===== config.mk =====
export PLATFORM = sky130hd
export DESIGN_NAME = icache_miss_unit
export DESIGN_NICKNAME = d
export VERILOG_FILES = /design/src/rtl/icache_pkg.sv /design/src/rtl/icache_miss_fifo.sv /design/src/rtl/icache_miss_unit.sv
export SDC_FILE = /design/constraint.sdc
export NUM_CORES = 2
export LEC_CHECK = 0
export CAP_MARGIN = 20
export CORE_MARGIN = 2
export CORE_UTILIZATION = 35
export CTS_CLUSTER_DIAMETER = 60
export CTS_CLUSTER_SIZE = 28
export DETAILED_ROUTE_END_ITERATION = 16
export HOLD_SLACK_MARGIN = 0.08
export MAX_ROUTING_LAYER = met4
export PLACE_DENSITY = 0.54
export SETUP_SLACK_MARGIN = 0.1
export SYNTH_ARGS = -nofsm -noshare
export SYNTH_HDL_FRONTEND = slang
export SYNTH_SLANG_ARGS = --single-unit
export TNS_END_PERCENT = 20

===== constraint.sdc =====
create_clock -name clk -period 7.45 [get_ports clk]
set_clock_uncertainty 0.1 [all_clocks]
set_input_delay 1.1175 -clock clk [delete_from_list [all_inputs] [get_ports clk]]
set_output_delay 1.1175 -clock clk [all_outputs]
set_load 0.01 [all_outputs]

===== src/rtl/icache_pkg.sv =====
// Shared definitions for the icache miss unit: line geometry and FSM state encoding.
package icache_pkg;

  localparam int unsigned ADDR_W   = 64;
  localparam int unsigned LINE_W   = 512;
  localparam int unsigned MEM_DW   = 64;
  localparam int unsigned BEATS    = LINE_W / MEM_DW;
  localparam int unsigned OFFSET_W = $clog2(LINE_W / 8);

  typedef enum logic [1:0] {
    ST_IDLE,
    ST_REQ,
    ST_RECV,
    ST_RESP
  } miss_state_e;

endpackage


===== src/rtl/icache_miss_fifo.sv =====
// Synchronous miss request FIFO. Exposes next-cycle head/empty/full so the
// owner can load registered outputs on the same edge as a push or pop.
module icache_miss_fifo #(
  parameter int unsigned DEPTH = 4,
  parameter int unsigned W     = 64
) (
  input  logic         clk,
  input  logic         rst_n,
  input  logic         push_i,
  input  logic [W-1:0] push_data_i,
  input  logic         pop_i,
  output logic [W-1:0] head_nxt_c,
  output logic         empty_nxt_c,
  output logic         full_nxt_c
);

  localparam int unsigned PTR_W = $clog2(DEPTH);
  localparam int unsigned CNT_W = PTR_W + 1;

  logic [W-1:0]     mem [DEPTH];
  logic [PTR_W-1:0] wr_ptr;
  logic [PTR_W-1:0] rd_ptr;
  logic [PTR_W-1:0] rd_ptr_inc;
  logic [CNT_W-1:0] count;
  logic [CNT_W-1:0] count_nxt;

  // Next occupancy and the entry that will sit at the head after this edge.
  always_comb begin
    rd_ptr_inc  = PTR_W'(rd_ptr + 1'b1);
    count_nxt   = count + CNT_W'(push_i) - CNT_W'(pop_i);
    empty_nxt_c = (count_nxt == '0);
    full_nxt_c  = (count_nxt == CNT_W'(DEPTH));
    if ((count == '0) || (pop_i && (count == CNT_W'(1)))) begin
      head_nxt_c = push_data_i;
    end else if (pop_i) begin
      head_nxt_c = mem[rd_ptr_inc];
    end else begin
      head_nxt_c = mem[rd_ptr];
    end
  end

  // Pointer and occupancy bookkeeping.
  always_ff @(posedge clk or negedge rst_n) begin
    if (!rst_n) begin
      wr_ptr <= '0;
      rd_ptr <= '0;
      count  <= '0;
    end else begin
      if (push_i) wr_ptr <= PTR_W'(wr_ptr + 1'b1);
      if (pop_i)  rd_ptr <= rd_ptr_inc;
      count <= count_nxt;
    end
  end

  // Entry storage; no reset needed since occupancy gates every read.
  always_ff @(posedge clk) begin
    if (push_i) mem[wr_ptr] <= push_data_i;
  end

endmodule


===== src/rtl/icache_miss_unit.sv =====
// Icache miss unit: queues line misses, fetches each line from memory one
// transaction at a time in FIFO order, and returns the assembled line.
// Optional performance counters are built when ICACHE_MISS_PERF_EN is defined.
module icache_miss_unit #(
  parameter int unsigned REQ_DEPTH = 4,
  parameter int unsigned LINE_W    = icache_pkg::LINE_W,
  parameter int unsigned MEM_DW    = icache_pkg::MEM_DW
) (
  input  logic              clk,
  input  logic              rst_n,
  input  logic              miss_valid_i,
  output logic              miss_ready_o,
  input  logic [63:0]       miss_addr_i,
  output logic              mem_req_valid_o,
  input  logic              mem_req_ready_i,
  output logic [63:0]       mem_req_addr_o,
  input  logic              mem_resp_valid_i,
  input  logic [MEM_DW-1:0] mem_resp_data_i,
  input  logic              mem_resp_last_i,
  output logic              refill_valid_o,
  input  logic              refill_ready_i,
  output logic [LINE_W-1:0] refill_data_o,
  output logic              protocol_err_o
`ifdef ICACHE_MISS_PERF_EN
  ,
  output logic [31:0]       perf_miss_cnt_o,
  output logic [31:0]       perf_busy_cyc_o
`endif
);

  import icache_pkg::*;

  localparam int unsigned NBEATS = LINE_W / MEM_DW;
  localparam int unsigned CNT_W  = (NBEATS > 1) ? $clog2(NBEATS) : 1;
  localparam logic [ADDR_W-1:0] OFF_MASK = ADDR_W'(LINE_W / 8 - 1);

  miss_state_e       state;
  logic [CNT_W-1:0]  beat_cnt;
  logic [LINE_W-1:0] line_buf;
  logic [LINE_W-1:0] line_nxt;
  logic [ADDR_W-1:0] miss_addr_aligned;
  logic [ADDR_W-1:0] head_nxt;
  logic              empty_nxt;
  logic              full_nxt;
  logic              push;
  logic              pop;
  logic              final_beat;

  assign miss_addr_aligned = miss_addr_i & ~OFF_MASK;
  assign push              = miss_valid_i && miss_ready_o;
  assign pop               = (state == ST_RESP) && refill_ready_i;
  assign final_beat        = (beat_cnt == CNT_W'(NBEATS - 1));

  icache_miss_fifo #(
    .DEPTH (REQ_DEPTH),
    .W     (ADDR_W)
  ) u_fifo (
    .clk         (clk),
    .rst_n       (rst_n),
    .push_i      (push),
    .push_data_i (miss_addr_aligned),
    .pop_i       (pop),
    .head_nxt_c  (head_nxt),
    .empty_nxt_c (empty_nxt),
    .full_nxt_c  (full_nxt)
  );

  // Line buffer with the current beat merged into its slice.
  always_comb begin
    line_nxt = line_buf;
    for (int unsigned k = 0; k < NBEATS; k++) begin
      if (beat_cnt == CNT_W'(k)) line_nxt[k*MEM_DW +: MEM_DW] = mem_resp_data_i;
    end
  end

  // Miss FSM with registered handshake outputs and sticky protocol error.
  always_ff @(posedge clk or negedge rst_n) begin
    if (!rst_n) begin
      state           <= ST_IDLE;
      beat_cnt        <= '0;
      line_buf        <= '0;
      miss_ready_o    <= 1'b0;
      mem_req_valid_o <= 1'b0;
      mem_req_addr_o  <= '0;
      refill_valid_o  <= 1'b0;
      refill_data_o   <= '0;
      protocol_err_o  <= 1'b0;
    end else begin
      miss_ready_o <= !full_nxt;
      if (mem_resp_valid_i && (state != ST_RECV)) protocol_err_o <= 1'b1;
      case (state)
        ST_IDLE: begin
          if (!empty_nxt) begin
            state           <= ST_REQ;
            mem_req_valid_o <= 1'b1;
            mem_req_addr_o  <= head_nxt;
          end
        end
        ST_REQ: begin
          if (mem_req_ready_i) begin
            state           <= ST_RECV;
            mem_req_valid_o <= 1'b0;
            mem_req_addr_o  <= '0;
            beat_cnt        <= '0;
          end
        end
        ST_RECV: begin
          if (mem_resp_valid_i) begin
            line_buf <= line_nxt;
            beat_cnt <= CNT_W'(beat_cnt + 1'b1);
            if (mem_resp_last_i != final_beat) protocol_err_o <= 1'b1;
            if (final_beat) begin
              state          <= ST_RESP;
              refill_valid_o <= 1'b1;
              refill_data_o  <= line_nxt;
            end
          end
        end
        ST_RESP: begin
          if (refill_ready_i) begin
            refill_valid_o <= 1'b0;
            refill_data_o  <= '0;
            if (!empty_nxt) begin
              state           <= ST_REQ;
              mem_req_valid_o <= 1'b1;
              mem_req_addr_o  <= head_nxt;
            end else begin
              state <= ST_IDLE;
            end
          end
        end
        default: state <= ST_IDLE;
      endcase
    end
  end

`ifdef ICACHE_MISS_PERF_EN
  // Saturating counters for accepted misses and non-idle cycles.
  always_ff @(posedge clk or negedge rst_n) begin
    if (!rst_n) begin
      perf_miss_cnt_o <= '0;
      perf_busy_cyc_o <= '0;
    end else begin
      if (push && (perf_miss_cnt_o != '1)) perf_miss_cnt_o <= perf_miss_cnt_o + 32'd1;
      if ((state != ST_IDLE) && (perf_busy_cyc_o != '1)) perf_busy_cyc_o <= perf_busy_cyc_o + 32'd1;
    end
  end
`endif

endmodule

==> flow_summary.toml <==
[routing]
vias_per_cell = 5.38
ant_nets = 0
wl_per_cell_um = 25.4
detail_route.iter0.violations = 2748
drcViolationCount = 0
drt_pass1_iterations = 5
via_count = 38844
wl_mm = 183

[global_routing]
grt-busiest-layer = "met2"
grt_pass1_wl_mm = 270
grt_max_degree = 207
gr-total-overflow = 0
grt_pass1_vias = 38906
use_met3 = 0.0422
grtUsageMet2 = 0.337
antenna_found_initial = 14
use_met1 = 0.298
track_usage = 0.221

[logic_synthesis]
ys_seq_elements = 1330
synth_edf_count = 232
synth_commonest_cells = "dfrtp_1, o31ai_1, nand2_1"
yosysWarnings = 0
synth-seq-area-share = 0.596
synth_ff_type = "dfrtp_1"
syn_area_per_cell_sq_um = 13.0
yosys.area.top_type = "dfrtp_1"
netlist_instances = 4455
ys_types = 49
yosys.area.top_type_share = 0.476
async_reset_ff_frac = 0.826
yosysMostFrequentCell = "dfrtp_1"
synthTopCellsByArea = "dfrtp_1, edfxtp_1, mux2i_1"
syn_area_sq_um = 57800

[clock_tree]
cts_buffer_depth = 3
post_cts.repair.setup_buffers = 0
insertion_delay_ns = 0.76
cts_root_buffer = "clkbuf_16"
clock-sinks = 1330
htreeDepth = 4
clkTransAtPathRegs_ns = 0.07
post_cts_resized = 0
tritoncts = "built"
numCtsBuffers = 131
postCtsHoldBufs = 0

[worst_setup_path]
cp-end-kind = "flip-flop"
path_cells = "ha_4 -> nand2_4 -> inv_4 -> ha_1 -> inv_1 -> ha_1 -> fa_1 -> xor3_1 -> a2111oi_4 -> buf_4 -> a32oi_1 -> o31ai_1"
cp_max_fo = 73
arrival_ns = 6.08
cpPeakStageDelay_ns = 0.79
critical_path.top_delay_family = "adder cells"
crit_required_ns = 7.99
cp_slowest_cell = "ha_4"
critPathBufInv = 3
crit_path_frequent_cell = "ha_1"
path_class = "reg2reg"
startpoint_type = "flip-flop"

[sta]
fmax_ghz = 0.181
final.setup.tns_ns = 0
slew_viol_final = 0
timing.hold.ws_ns = 0.287
fin_crit_ns = 5.54
finalSetupViolCount = 0
worst-slew-pin-transition_ns = 1.22
hold_viol_final = 0
finalCritPeriodShare = 0.744
rsz0062_at_grt = "false"
relSlewSlack = 0.188

[worst_hold_path]
hold_class = "in2async"

[place]
dp_hpwl_mm = 110
globalplace.congestion = 0.765
io_buffers = 702
dpl_cell_area_sq_um = 66600
placed_cells_incl_taps = 6965

[floorplan]
start_util = 0.351
die_w_um = 410
core_area_sq_um = 164000
die_h_um = 410
rows = 149
die-area_sq_um = 168000
ios = 715

[power]
internal_power_uw = 18600
leakagePower_uw = 0.0312
total_power_uw = 30400
vdd_ir_drop_max_v = 0.000443
power_density_nw_per_um2 = 427
seqPwrFrac = 0.369
netSwitchingFraction = 0.388
p_sw_uw = 11800
power_frac_clock = 0.233
p_comb_frac = 0.398

[final_layout]
final_cells = 7219
post-route-cell-area_sq_um = 71200
fill_cells = 15224
drive_above_1_share = 0.112
fin_nets = 5062
areaGrowthSynthToFinish_pct = 23.3

[status]
status = "finished clean"

[run]
cap_violations = 0
## power by group through the flow
stage,clock [uW],combinational (uW),sequential [uW]
final,7080,12100,11200
after global routing,7560,13100,11500
after CTS,7270,12300,11200
after detailed placement,0,12200,11300
after global placement,0,12100,11300
after floorplan,0,7060,11200
## stage by stage
stage	worst slack, ns	utilization
6_report	1.91	0.433
5_1_grt	1.54	0.433
4_1_cts	1.86	0.433
3_5_place_dp	1.54	0.405
3_3_place_gp	1.63	0.405
2_1_floorplan	3.24	-
## placed cells by master (no fill, tap or decap), drive strengths merged, types with 58 or more instances in the layout
cell	n
o31ai	570
o22ai	58
o21a	114
edfxtp	232
nor3b	58
a32oi	60
mux2	571
buf	63
mux2i	513
o221ai	59
nand2	530
dfrtp	1098
nor3	58
clkbuf	155
clkdlybuf4s50	701
## per-layer routing
layer	share of wire	vias up
met4	0.028	0
met3	0.054	219
met2	0.47	977
met1	0.45	20254
met5	0	-
li1	-	17394
## state kept, by name, indices dropped and copies added, names as in the netlist
name and cells:
beat_cnt 3, line_buf 512, mem_req_addr_o 58, mem_req_valid_o 1, miss_ready_o 1, protocol_err_o 1, refill_data_o 512, refill_valid_o 1
state 2, u_fifo.count 3, u_fifo.mem 232, u_fifo.rd_ptr 2, u_fifo.wr_ptr 2
## cell families (layout without fill, tap and decap cells)
logic type,count (synthesis),count (layout),synth area share
xor+xnor,5,5,0.00102
fa+ha+maj,18,18,0.00403
buf+inv,465,1022,0.0328
compound gates,883,883,0.116
flops,1330,1330,0.596
mux,1084,1084,0.200
simple gates,669,669,0.0492
other cells,1,19,0.0000649
## path summary, 6_finish.rpt
check                                   start                  to  slack (ns)  cells after the start
max in group asynchronous               rst_n        line_buf[77]        5.22                      3
min                                     rst_n  refill_data_o[298]        0.29                      1
max reg2reg                          state[1]  mem_req_addr_o[44]        1.91                     12
min reg2reg                refill_data_o[457]  refill_data_o[457]        0.37                      2
max                                  state[1]  mem_req_addr_o[44]        1.91                     12
min in group clk           refill_data_o[457]  refill_data_o[457]        0.37                      2
## area by class of cell
cell class | count | area [sq um] | share of cell area
clock inverter | 86 | 992 | 0.0139
timing repair buffer | 764 | 7680 | 0.108
sequential | 1330 | 34500 | 0.484
multi-input combinational | 2665 | 21700 | 0.304
tap | 2189 | 2740 | 0.0385
inverter | 17 | 66.3 | 0.000931
clock buffer | 155 | 3580 | 0.0502
antenna | 13 | 32.5 | 0.000457
Power figures use the tool's default switching activity.
